===== config.mk =====
export PLATFORM = sky130hd
export DESIGN_NAME = ex_mem_stage
export DESIGN_NICKNAME = d
export VERILOG_FILES = /design/src/rtl/riscv_pkg.sv /design/src/rtl/ex_mem_entry.sv /design/src/rtl/ex_mem_stage.sv
export SDC_FILE = /design/constraint.sdc
export NUM_CORES = 1
export LEC_CHECK = 0
export ABC_AREA = 1
export CAP_MARGIN = 20
export CELL_PAD_IN_SITES_DETAIL_PLACEMENT = 1
export CELL_PAD_IN_SITES_GLOBAL_PLACEMENT = 1
export CORE_MARGIN = 4
export CORE_UTILIZATION = 33
export DETAILED_ROUTE_END_ITERATION = 10
export GPL_ROUTABILITY_DRIVEN = 0
export PLACE_DENSITY = 0.87
export SYNTH_ARGS = -nofsm -noshare
export SYNTH_HDL_FRONTEND = slang
export SYNTH_SLANG_ARGS = --single-unit

===== constraint.sdc =====
create_clock -name clk -period 6.7 [get_ports clk]
set_input_delay 0.67 -clock clk [delete_from_list [all_inputs] [get_ports clk]]
set_output_delay 0.67 -clock clk [all_outputs]
set_load 0.05 [all_outputs]

===== src/rtl/riscv_pkg.sv =====
// Shared RISC-V pipeline definitions: branch opcodes, EX/MEM bundle widths,
// skid-buffer state encoding and the branch-condition helper.
package riscv_pkg;

    localparam int unsigned XLEN       = 32;
    localparam int unsigned REG_ADDR_W = 5;
    localparam int unsigned CTRL_W     = 3;  // reg_write, mem_read, mem_write

    localparam logic [2:0] BR_NONE = 3'b000;
    localparam logic [2:0] BR_EQ   = 3'b001;
    localparam logic [2:0] BR_NE   = 3'b010;
    localparam logic [2:0] BR_LT   = 3'b011;
    localparam logic [2:0] BR_GE   = 3'b100;
    localparam logic [2:0] BR_JAL  = 3'b101;

    typedef enum logic [1:0] {
        ST_EMPTY,
        ST_ONE,
        ST_FULL
    } buf_state_t;

    // Encodings 110/111 fall through to not-taken.
    function automatic logic br_taken(input logic [2:0] op, input logic zero, input logic less);
        logic taken;
        taken = 1'b0;
        case (op)
            BR_EQ:   taken = zero;
            BR_NE:   taken = ~zero;
            BR_LT:   taken = less;
            BR_GE:   taken = ~less;
            BR_JAL:  taken = 1'b1;
            default: taken = 1'b0;
        endcase
        return taken;
    endfunction

endpackage


===== src/rtl/ex_mem_entry.sv =====
// One enable-loaded storage slot for the flattened EX/MEM bundle.
module ex_mem_entry #(
    parameter int unsigned W = 8
) (
    input  logic         clk,
    input  logic         en,
    input  logic [W-1:0] d,
    output logic [W-1:0] q
);

    always_ff @(posedge clk) begin
        if (en) begin
            q <= d;
        end
    end

endmodule


===== src/rtl/ex_mem_stage.sv =====
// EX->MEM stage: 2-entry skid buffer for the ALU bundle plus branch resolution
// with a registered one-cycle PC redirect.
module ex_mem_stage
    import riscv_pkg::*;
#(
    parameter int unsigned DATA_W     = XLEN,
    parameter int unsigned REG_ADDR_W = riscv_pkg::REG_ADDR_W
) (
    input  logic                  clk,
    input  logic                  rst,
    input  logic                  in_valid,
    output logic                  in_ready,
    input  logic [DATA_W-1:0]     alu_result,
    input  logic                  alu_zero,
    input  logic                  alu_less,
    input  logic [DATA_W-1:0]     store_data,
    input  logic [REG_ADDR_W-1:0] rd,
    input  logic                  reg_write,
    input  logic                  mem_read,
    input  logic                  mem_write,
    input  logic [2:0]            br_op,
    input  logic [DATA_W-1:0]     br_target,
    input  logic [DATA_W-1:0]     pc_plus4,
    output logic                  out_valid,
    input  logic                  out_ready,
    output logic [DATA_W-1:0]     out_result,
    output logic [DATA_W-1:0]     out_store_data,
    output logic [REG_ADDR_W-1:0] out_rd,
    output logic                  out_reg_write,
    output logic                  out_mem_read,
    output logic                  out_mem_write,
    output logic                  redirect_valid,
    output logic [DATA_W-1:0]     redirect_pc,
    input  logic                  flush
);

    localparam int unsigned BW = 2 * DATA_W + REG_ADDR_W + CTRL_W;

    buf_state_t state, next_state;
    logic in_ready_q;
    logic accept, deliver;
    logic load_main, load_skid, main_from_skid;
    logic [BW-1:0] in_bundle, main_d, main_q, skid_q;
    logic [DATA_W-1:0] in_result;
    logic redir_q;
    logic [DATA_W-1:0] redir_pc_q;

    assign accept  = in_valid & in_ready_q;
    assign deliver = out_valid & out_ready;

    assign in_result = (br_op == BR_JAL) ? pc_plus4 : alu_result;
    assign in_bundle = {in_result, store_data, rd, reg_write, mem_read, mem_write};
    assign main_d    = main_from_skid ? skid_q : in_bundle;

    always_comb begin
        next_state     = state;
        load_main      = 1'b0;
        load_skid      = 1'b0;
        main_from_skid = 1'b0;
        unique case (state)
            ST_EMPTY: begin
                if (accept) begin
                    next_state = ST_ONE;
                    load_main  = 1'b1;
                end
            end
            ST_ONE: begin
                if (accept && !deliver) begin
                    next_state = ST_FULL;
                    load_skid  = 1'b1;
                end else if (!accept && deliver) begin
                    next_state = ST_EMPTY;
                end else if (accept && deliver) begin
                    load_main = 1'b1;
                end
            end
            ST_FULL: begin
                if (deliver) begin
                    next_state     = ST_ONE;
                    load_main      = 1'b1;
                    main_from_skid = 1'b1;
                end
            end
            default: next_state = ST_EMPTY;
        endcase
        if (flush) begin
            next_state = ST_EMPTY;
            load_main  = 1'b0;
            load_skid  = 1'b0;
        end
    end

    always_ff @(posedge clk) begin
        if (rst) begin
            state      <= ST_EMPTY;
            in_ready_q <= 1'b1;
            redir_q    <= 1'b0;
        end else begin
            state      <= next_state;
            in_ready_q <= (next_state != ST_FULL);
            redir_q    <= accept & ~flush & br_taken(br_op, alu_zero, alu_less);
        end
    end

    always_ff @(posedge clk) begin
        if (accept) begin
            redir_pc_q <= br_target;
        end
    end

    ex_mem_entry #(.W(BW)) u_main (
        .clk (clk),
        .en  (load_main),
        .d   (main_d),
        .q   (main_q)
    );

    ex_mem_entry #(.W(BW)) u_skid (
        .clk (clk),
        .en  (load_skid),
        .d   (in_bundle),
        .q   (skid_q)
    );

    // Data slots are not reset, so every output is gated by its valid bit.
    assign out_valid      = (state != ST_EMPTY);
    assign in_ready       = in_ready_q;
    assign out_result     = out_valid ? main_q[BW-1 -: DATA_W] : '0;
    assign out_store_data = out_valid ? main_q[BW-DATA_W-1 -: DATA_W] : '0;
    assign out_rd         = out_valid ? main_q[CTRL_W +: REG_ADDR_W] : '0;
    assign out_reg_write  = out_valid & main_q[2];
    assign out_mem_read   = out_valid & main_q[1];
    assign out_mem_write  = out_valid & main_q[0];
    assign redirect_valid = redir_q;
    assign redirect_pc    = redir_q ? redir_pc_q : '0;

endmodule


==> flow_summary_export.csv <==
group,metric,value,unit
timing,slew_headroom,0.313,
layout,final_area,11200,um2
clock_network,cts-resized-gates,0,
grt,grt_pass1_vias,6317,
worst_setup_path,cp_max_fo,44,
yosys,syn_area,7770,um2
drt,drc,0,
timing,timing.fmax,0.285,GHz
timing,period_minus_slack,3.51,ns
floorplan,fp-row-count,55,
drt,ant_nets,0,
power_and_ir_drop,ir_drop,0.000120,V
clock_network,path_clk_slew,0.07,ns
grt,grt_overflow,0,
yosys,ys_top_cells_by_count,"nand2_1 (230), edfxtp_1 (176), inv_1 (176)",
drt,routed_wl,21.9,mm
timing,worstMarginPinSlew,1.03,ns
worst_setup_path,worstSetupPathType,"flop to primary output",
timing,setup_viol,0,
run_status,status,"finished clean",
place,placed_cell_area,10600,um2
clock_network,cts.path.max_buffers,2,
worst_hold_path,hold_class,"flop to flop",
yosys,yosys_register_bits,180,
floorplan,fp.coreArea,22900,um2
layout,drive_gt1_frac,0.0465,
drt,wl_per_cell,16.3,um
worst_setup_path,critical_path.max_stage_delay,0.75,ns
timing,skew,0.00977,ns
grt,grt_max_degree,105,
layout,layoutNonFillerInstCount,1345,
layout,area_growth,43.7,%
yosys,yosysSeqAreaShare,0.690,
grt,grt_pass1_wl,34.2,mm
worst_setup_path,worstPathRequired,6.03,ns
clock_network,cts_sinks,180,
layout,fin_util,0.488,
worst_setup_path,cpLargestDelayFamily,"buffers and inverters",
yosys,synth_ff_type,"edfxtp_1",
drt,dr.pass1.iters,4,
timing,fin_crit_sh,0.524,
drt,drt_iter0_markers,322,
worst_setup_path,slowest_stage,"clkdlybuf4s50_1",
timing,hold-worst-slack,0.518,ns
place,place.port_buffers,252,
floorplan,die_area,26100,um2
job,drv_cap,0,
clock_network,numCtsBuffers,17,
timing,finalHoldViolCount,0,
worst_setup_path,worstPathArrival,2.84,ns
grt,track_usage,0.168,
timing,slew_viol_final,0,
layout,layout.nets,1165,
worst_setup_path,critPathBufInv,4,
power_and_ir_drop,p_leak,4.81,nW
worst_setup_path,startpoint_type,"flop",
clock_network,clk_latency,0.42,ns
timing,finalSetupTns,0,ns
power_and_ir_drop,power.density,228,nW/um2
floorplan,dieWidth,161,um
layout,antenna_cells,0,
timing,layout_setup_ws,3.19,ns
yosys,synth_top_cell_area_share,0.680,
clock_network,ctsHtreeMaxLevel,4,
timing,rsz0062_at_grt,"false",
place,dp_hpwl,16.1,mm
power_and_ir_drop,power,2.54,mW
floorplan,start_util,0.339,
place,numPlacedInstances,1311,
yosys,yosys.cell_count.top_type,"nand2_1",
yosys,synth.net_count,917,
yosys,yosysUniqueCellTypes,19,
place,post-place-ws,3.35,ns
drt,num_vias,5900,
yosys,synth-edff-count,176,
yosys,yosys.area.top_type,"edfxtp_1",
clock_network,cts_hold_buf,0,
yosys,async_flop_share,0,
worst_setup_path,worstPathCellList,"inv_2, nand2_1, inv_2, buf_4, nor2_1, clkdlybuf4s50_1",
worst_setup_path,crit_top_cell,"inv_2",
drt,vias_per_cell,4.39,
clock_network,post_cts_buffers,0,
floorplan,io_pins,253,
worst_setup_path,worstSetupEndpointType,"primary output",
yosys,yosys-top-cells-area,"edfxtp_1 (68%), nand2_1 (11%), inv_1 (8.5%), nor2_1 (3.7%), o21ai_0 (2.4%)",
grt,antenna_found_initial,1,
clock_network,cts_root_buffer,"clkbuf_16",
yosys,syn_inst,771,
yosys,syn_avg_cell_area,10.1,um2
clock_network,cts_tree,"yes",
floorplan,die_h,161,um
yosys,yosys_warnings,0,
layout make-up:
class                           count  area [um2]
Clock buffer                       18         429
Clock inverter                     14         143
Fill cell                        2560       11700
Inverter                          180         676
Multi-Input combinational cell    380        1560
Sequential cell                   180        5370
Tap cell                          313         392
Timing Repair Buffer              260        2610
per-layer routing:
| metal | track usage | share of wire |
|---|---|---|
| met5 | 0 | 0.00050 |
| met4 | 0.0461 | 0.014 |
| met3 | 0.0508 | 0.072 |
| met2 | 0.303 | 0.51 |
| met1 | 0.195 | 0.40 |
worst paths after layout:
path / from / slack, ns / depth (start not counted) / to
min: u_skid.q[31] / 0.52 / 2 / u_main.q[31]
max: state[1] / 3.19 / 6 / out_store_data[2]
max reg2reg: in_ready / 4.17 / 6 / u_skid.q[33]
min reg2reg: u_skid.q[31] / 0.52 / 2 / u_main.q[31]
cell usage in the layout (no fill, tap or decap), types with 2 or more instances in the layout:
cell	instances
clkbuf_16	17
o21ai_1	27
inv_2	4
nand2_1	230
nor2_4	2
clkdlybuf4s50_1	252
o21ai_0	38
nand3_1	2
edfxtp_1	176
inv_1	176
buf_4	6
nand4_1	2
nor2_1	74
inv_8	4
clkinv_8	2
inv_6	2
dfxtp_1	4
clkinv_4	4
power breakdown:
part | switching, mW | total (mW) | internal, mW
Combinational | 0.163 | 0.291 | 0.128
Sequential | 0.0104 | 1.29 | 1.28
Clock | 0.465 | 0.961 | 0.495
Total | 0.639 | 2.54 | 1.90
state kept, by name (all words and copies together) (netlist names):
register and flops:
redirect_valid 1, redir_pc_q 32, state 2, u_main.q 72, u_skid.q 72, in_ready 1
tightest hold or removal path: stages (launching register included):
cell	delay, ns
edfxtp_1	0.32
nand2_1	0.05
nand2_1	0.05
kinds of logic (layout without fill, tap and decap cells):
| kind of cell | count (synthesis) | in the layout | share of synthesized area |
|---|---|---|---|
| AOI/OAI and AO/OA | 67 | 67 | 0.0434 |
| and+or+nand+nor | 313 | 313 | 0.155 |
| buffers and inverters | 211 | 472 | 0.111 |
| DFF | 180 | 180 | 0.690 |
No activity file was read; power rests on OpenSTA's default activity.
